[src/rtl/pc_branch_unit.sv]
// PC register and branch/jump resolution for the single-cycle CPU; misaligned targets trap until acknowledged.
// Optional feature: define PC_BRANCH_STATS_EN to add br_count / br_taken_count outputs.
module pc_branch_unit #(
    parameter logic [31:0] RESET_VECTOR = 32'h0000_0000,
    parameter logic [31:0] TRAP_VECTOR  = 32'h0000_0100
) (
    input  logic        clk,
    input  logic        rst,
    input  logic        step,
    input  logic        stall,
    input  logic        branch,
    input  logic        jal,
    input  logic        jalr,
    input  logic [2:0]  br_func,
    input  logic        alu_zero,
    input  logic [31:0] alu_result,
    input  logic [31:0] imm,
    input  logic        trap_clear,
    output logic [31:0] pc,
    output logic [31:0] pc_plus4,
    output logic        taken,
    output logic        trap,
    output logic [31:0] trap_addr
`ifdef PC_BRANCH_STATS_EN
    ,
    output logic [31:0] br_count,
    output logic [31:0] br_taken_count
`endif
);

    typedef enum logic {RUN = 1'b0, TRAP = 1'b1} state_t;

    state_t      state;
    state_t      state_next;
    logic [31:0] pc_next;
    logic        trap_next;
    logic [31:0] trap_addr_next;

    logic        cond;
    logic        br_take;
    logic [31:0] pc_imm;
    logic [31:0] target;
    logic        retire;
    logic        misaligned;

    // The ALU runs SUB for BEQ/BNE and SLT/SLTU for the rest, so zero means "less-than is false" there.
    always_comb begin
        cond = 1'b0;
        case (br_func)
            3'b000:         cond = alu_zero;
            3'b001:         cond = ~alu_zero;
            3'b100, 3'b110: cond = ~alu_zero;
            3'b101, 3'b111: cond = alu_zero;
            default:        cond = 1'b0;
        endcase
    end

    assign br_take    = branch & cond;
    assign taken      = jalr | jal | br_take;
    assign pc_plus4   = pc + 32'd4;
    assign pc_imm     = pc + imm;
    assign target     = jalr ? {alu_result[31:1], 1'b0}
                      : (jal | br_take) ? pc_imm
                      : pc_plus4;
    assign retire     = step & ~stall;
    assign misaligned = (target[1:0] != 2'b00);

    always_comb begin
        state_next     = state;
        pc_next        = pc;
        trap_next      = trap;
        trap_addr_next = trap_addr;
        case (state)
            RUN: begin
                if (retire) begin
                    if (misaligned) begin
                        trap_addr_next = target;
                        trap_next      = 1'b1;
                        state_next     = TRAP;
                    end else begin
                        pc_next = target;
                    end
                end
            end
            TRAP: begin
                // trap_clear wins over stall; everything else is fenced off here.
                if (trap_clear) begin
                    pc_next    = TRAP_VECTOR;
                    trap_next  = 1'b0;
                    state_next = RUN;
                end
            end
            default: begin
                state_next = RUN;
            end
        endcase
    end

    always_ff @(posedge clk) begin
        if (rst) begin
            state     <= RUN;
            pc        <= RESET_VECTOR;
            trap      <= 1'b0;
            trap_addr <= 32'h0000_0000;
        end else begin
            state     <= state_next;
            pc        <= pc_next;
            trap      <= trap_next;
            trap_addr <= trap_addr_next;
        end
    end

`ifdef PC_BRANCH_STATS_EN
    logic count_en;

    // Only true conditional branches that actually retire without trapping are counted.
    assign count_en = (state == RUN) & retire & branch & ~jal & ~jalr & ~misaligned;

    always_ff @(posedge clk) begin
        if (rst) begin
            br_count       <= 32'd0;
            br_taken_count <= 32'd0;
        end else if (count_en) begin
            br_count <= br_count + 32'd1;
            if (cond) begin
                br_taken_count <= br_taken_count + 32'd1;
            end
        end
    end
`endif

endmodule

[config.mk]
export PLATFORM = sky130hd
export DESIGN_NAME = pc_branch_unit
export DESIGN_NICKNAME = d
export VERILOG_FILES = /design/src/rtl/pc_branch_unit.sv
export SDC_FILE = /design/constraint.sdc
export NUM_CORES = 1
export LEC_CHECK = 0
export CAP_MARGIN = 10
export CORE_AREA = 2 2 141 129
export DETAILED_ROUTE_END_ITERATION = 8
export DIE_AREA = 0 0 143 131
export DONT_BUFFER_PORTS = 1
export GPL_TIMING_DRIVEN = 0
export HOLD_SLACK_MARGIN = 0.15
export PLACE_DENSITY = 0.49
export SYNTH_ARGS = -nofsm -noshare
export SYNTH_HDL_FRONTEND = slang
export SYNTH_SLANG_ARGS = --single-unit
[constraint.sdc]
create_clock -name clk -period 8.4 [get_ports clk]
set_input_delay 1.68 -clock clk [delete_from_list [all_inputs] [get_ports clk]]
set_output_delay 1.68 -clock clk [all_outputs]
set_load 0.01 [all_outputs]
* Yosys cells after proc, flatten, opt, wreduce, memory -nomap -nowiden *
Cells that the tools add are included.

operators by class
  equal/unequal tests = 9
  reductions and logical operators = 7
  add/subtract/negate cells = 2
  bitwise operators = 8
  mux-type cells = 15

operators with widths
  kind                     count
  $mux W32                 5
  $pmux W32 S2             1
  $add A32 B3 Y32 const B  1
  $add A32 B32 Y32         1
  $eq A3 B3 Y1 const B     4
  $reduce_and A3 Y1        3
  $ne A2 B2 Y1 const B     4
  $mux W1                  6
  $pmux W1 S2              3
  $reduce_or A3 Y1         2
  $eq A3 B1 Y1 const B     1
  $logic_not A3 Y1         1
  $not A1 Y1               3
  $or A1 B1 Y1             3
  $and A1 B1 Y1            2
  $reduce_bool A2 Y1       1

word-level totals
  output and inout port bits = 98
  word-level logic and storage cells = 45
  input bits = 76
  register bits = 66

* Logic depth before layout (Yosys ltp) *
Gate-level depths: netlist (run 1).

  depth in word-level cells = 11
  gate-level depth with buffers = 11
  gate-level depth less buffers = 11

* Worst setup path before layout (run 1) *
OpenSTA, ideal clock, no wires.

  path type = in2out
  from = input port br_func[0]
  to = output port taken
  stages = 6
  data arrival time = 2.843 ns
  path buffers = 1
  required time = 6.720 ns
  path slack = 3.877 ns
  cells stage by stage = xor2_1 mux2_4 a21o_2 nor2_1 inv_1 clkbuf_1

between the ends
  longest elaborated chain between the ends = 5
  elaborated cells on any way between the ends = 11
  classes of those cells = 5 x eq/ne; 1 x mux; 2 x bitwise; 3 x reduce/logical

RTL lines
  element                                     line  RTL
  from (decl)                                 14    input logic [2:0] br_func,
  $eq A3 B3 Y1, or another cell as far along  49    case (br_func)
  $reduce_or A3 Y1 (no source line)           n/a
  $pmux W1 S2 (*)                             49
  $and A1 B1 Y1 (*)                           58    assign br_take = branch & cond;
  $or A1 B1 Y1 (*)                            59    assign taken = jalr | jal | br_take;
  to (decl)                                   21    output logic taken,

Mark *: on every way between the ends. The rest lies on a longest branch, timed or not.

* Worst setup path in the final report (run 1) *
Same ends and word-level chain as after synthesis.

==> out/results.tsv, run 1 <==
stage	metric	value	unit
outcome	run status	complete, no violations	
route	DRT antenna net count	0	
die	Starting Density	29.6	%
pwr	Net Sw Frac	32.3	%
sta	Hold Slack	0.501	ns
cells_and_area	fill count	1874	
synth	ys async rst share	0	%
cells_and_area	layout cell share with drive strength beyond 1	4.84	%
global_route	Overflow after GRT	0	
clock_tree	hold buffer count at cts	0	
critical_path	R2R setup slack	4.54	ns
hold_path	sink of the worst hold path	trap_addr[6]$_SDFFE_PP0P_	
pwr	Power Density	164	nW/um^2
placed_design	PortBufs	0	
die	total core area	17300	sq um
die	I/O pin count	174	
critical_path	crit path DAT	3.24	ns
clock_tree	Worst-path clk slew	0.05	ns
global_route	number of global-route vias before repair	5068	
critical_path	Setup Crit Path Kind	in2out	
global_route	global-route wire length before repair	30400	microns
clock_tree	CTS Sinks	66	
sta	Tcrit/Tclk final	58.6	%
global_route	global-route usage over all layers	21.5	%
synth	syn avg cell area	7.46	sq um
hold_path	worst hold-check path type	reg2reg	
synth	top cells by area, synth	dfxtp_1 (26%), ha_1 (7.8%), nand2_1 (6.9%)	
route	# DRC	0	
cells_and_area	design area	5710	sq um
pwr	sequential share of power	38.5	%
run	max_cap viols	0	
hold_path	worst hold start	trap_addr[6]$_SDFFE_PP0P_	
synth	Mapped Cells	687	
critical_path	FF-to-FF path depth	9	
clock_tree	cts repair resizes	0	
critical_path	CP startpoint	br_func[0]	
synth	Cell Area, Synth	5120	sq um
clock_tree	H-tree Lvls	3	
synth	register area share after synthesis	25.8	%
sta	Final Max Slew Viols	0	
sta	final hold vios	0	
critical_path	slowest stage delay, CP	0.33	ns
placed_design	Post-Place Cell Area	5420	sq um
clock_tree	CTS Buffer Depth	2	
sta	worst clock skew	0.00743	ns
synth	ys flop type	dfxtp_1	
clock_tree	Skew-Pair Late Insertion Delay	0.33	ns
synth	Post-Syn Nets	796	
critical_path	RR Startpoint	pc[2]$_SDFFE_PP0P_	
die	die area	18700	sq um
global_route	most used routing layer	met2	
pwr	Int Power	0.636	mW
critical_path	critical path, cell by cell	xor2_1 -> mux2_4 -> a21o_2 -> nor2_1 -> inv_1 -> clkbuf_1	
route	number of vias per cell	5.69	
synth	number of synthesis warnings	0	
global_route	met3 Usage GRT	6.85	%
sta	Final setup viols	0	
synth	flops & latches, synth	66	
die	Rows	46	
critical_path	RR Endpoint	trap_addr[29]$_SDFFE_PP0P_	
global_route	M1 GR Usage	27.4	%
clock_tree	total CTS buffers	9	
critical_path	type of origin of the critical path	input port	
pwr	clock share of power	38.9	%
critical_path	CP Data Required Time	6.72	ns
die	Die W	143	microns
cells_and_area	Area Overhead vs Synth	11.6	%
route	Initial DRC Count	620	
route	drt wl/cell	22.0	microns
pwr	NetSw	0.303	mW
synth	post-synth top area share	25.8	%
clock_tree	TritonCTS clock tree	built	
global_route	largest net degree at the start of global routing	11	
placed_design	routability cong.	0.953	
sta	Least-Margin Pin Slew	1.19	ns
pwr	total power	0.939	mW
pwr	Leak Pwr	2.31	nW
pwr	VDD IR max	0.119	mV
placed_design	hpwl dp	16900	microns
global_route	GR Layer Usage met2	34.6	%
sta	f_max	0.203	GHz
critical_path	endpoint class of the critical path	primary output	
route	Detailed Routing Iterations Pass 1	5	
clock_tree	Post-CTS Setup Bufs	0	
global_route	initial antenna violation count	2	
sta	setup_tns	0	ns
critical_path	Max FO, Critical Path	10	
synth	Post-synth EDFFs	0	
synth	post-synth cell types	65	
route	drt total wl	20700	microns
cells_and_area	nets@finish	807	
sta	slew margin rel.	18.9	%
clock_tree	root buffer cell	clkbuf_16	
pwr	combinational share of power	22.6	%
route	detailed-route via count	5368	
sta	post-route minimum period	4.92	ns
die	Die Y	131	microns
cells_and_area	final core utilization	33.0	%
sta	RSZ-0062 raised after global routing	no	
critical_path	slowest cell on the critical path	mux2_4	
hold_path	hold depth	2	
synth	Yosys top cell by area	dfxtp_1	
-- layout by cell type, fill, tap and decap left out, types with 5 or more instances in the layout --
cell,count
a211oi_1,9
clkbuf_1,33
o22ai_1,8
nand3_1,32
mux2i_1,5
xor2_1,15
o31ai_1,7
clkbuf_16,9
a22oi_1,8
a21oi_1,64
o21bai_1,9
a21o_1,20
ha_1,32
o211ai_1,5
nand2_1,94
nor2_1,55
inv_1,20
o21a_1,6
nand4_1,10
a22o_1,8
nand2b_1,5
o21ai_0,44
xnor2_1,36
dfxtp_1,66
and3_1,15
o221ai_1,5
nor3_1,11
a31oi_1,5
-- stage by stage --
stage | setup slack, ns | instances
after floorplan | 3.88 | 687
after global placement | 3.45 | 927
after detailed placement | 3.44 | 927
after CTS | 3.49 | 942
after global routing | 3.37 | 943
final | 3.48 | 944
-- worst max-delay path by stage --
| stage | endpoint | slack (ns) | cells after the start |
|---|---|---|---|
| after floorplan | taken | 3.88 | 6 |
| after global placement | trap_addr[29]$_SDFFE_PP0P_ | 3.45 | 10 |
| after detailed placement | trap_addr[29]$_SDFFE_PP0P_ | 3.44 | 10 |
| after CTS | taken | 3.49 | 6 |
| after global routing | pc[29]$_SDFFE_PP0P_ | 3.37 | 10 |
| final | taken | 3.48 | 6 |
-- cells by family after synthesis --
group / Yosys count / share of synthesized area, %
simple gates: 241 / 21.6
compound gates: 228 / 28.9
flops: 66 / 25.8
buf+inv: 58 / 4.62
xor+xnor: 51 / 8.72
fa+ha+maj: 33 / 8.21
mux: 10 / 2.15
-- area by class of cell --
cell class                 instances  area (sq um)  area share [%]
buffer                            38           161            2.82
clock buffer                      12           246            4.31
clock inverter                     3          40.0           0.701
sequential                        66          1320            23.1
inverter                          20          75.1            1.31
antenna                            2          5.00          0.0876
multi-input combinational        563          3560            62.4
tap                              240           300            5.26
-- flip-flops by register name, summed over array words and instances (netlist names) --
| name | count |
|---|---|
| trap_addr | 32 |
| pc | 32 |
| state | 1 |
| trap | 1 |
-- worst max-delay path, delay by kind of cell --
kind / cells / cell delay (ns)
simple gates: 1 / 0.26
xor+xnor: 1 / 0.17
buf+inv: 2 / 0.47
compound gates: 1 / 0.32
mux: 1 / 0.33
-- power by group through the flow --
stage	registers (mW)	logic (mW)	clock network, mW
2_1_floorplan	0.356	0.152	0
3_5_place_dp	0.368	0.206	0
4_1_cts	0.362	0.208	0.369
3_3_place_gp	0.368	0.203	0
6_report	0.362	0.212	0.365
5_1_grt	0.364	0.232	0.381
-- layer usage --
layer | up-vias | share of wire, %
met5 | - | 0
met1 | 2573 | 43
met3 | 40 | 8.7
met4 | 0 | 2.5
li1 | 2531 | -
met2 | 224 | 46
-- Yosys cell counts, drive strengths merged (9+ instances only) --
cell,number
nand2,94
nor2,55
o21bai,9
nand4,11
inv,20
dfxtp,66
xnor2,36
a21oi,66
nand3,32
a21o,21
nor3,11
xor2,15
ha,32
a211oi,10
o21ai,48
and3,15
clkbuf,31
Power figures use the tool's default switching activity.
==> inputs of run 2 (changes only) <==
Clock period 8.4 ns to 4.8 ns, I/O delays scaled along.
==> results of run 2 <==
Same layout as run 1 (identical final DEF). Status: complete, no violations.
Main changes from that run: setup slack after placement 3.44 ns -> 0.559 ns; setup slack after layout 3.48 ns -> 0.775 ns; start point of the critical path br_func[0] -> imm[1]; end point of the critical path taken -> trap_addr[29]$_SDFFE_PP0P_; register-to-register setup slack 4.54 ns -> 0.94 ns; total power 0.939 mW -> 1.64 mW; worst IR drop on VDD 0.119 mV -> 0.209 mV
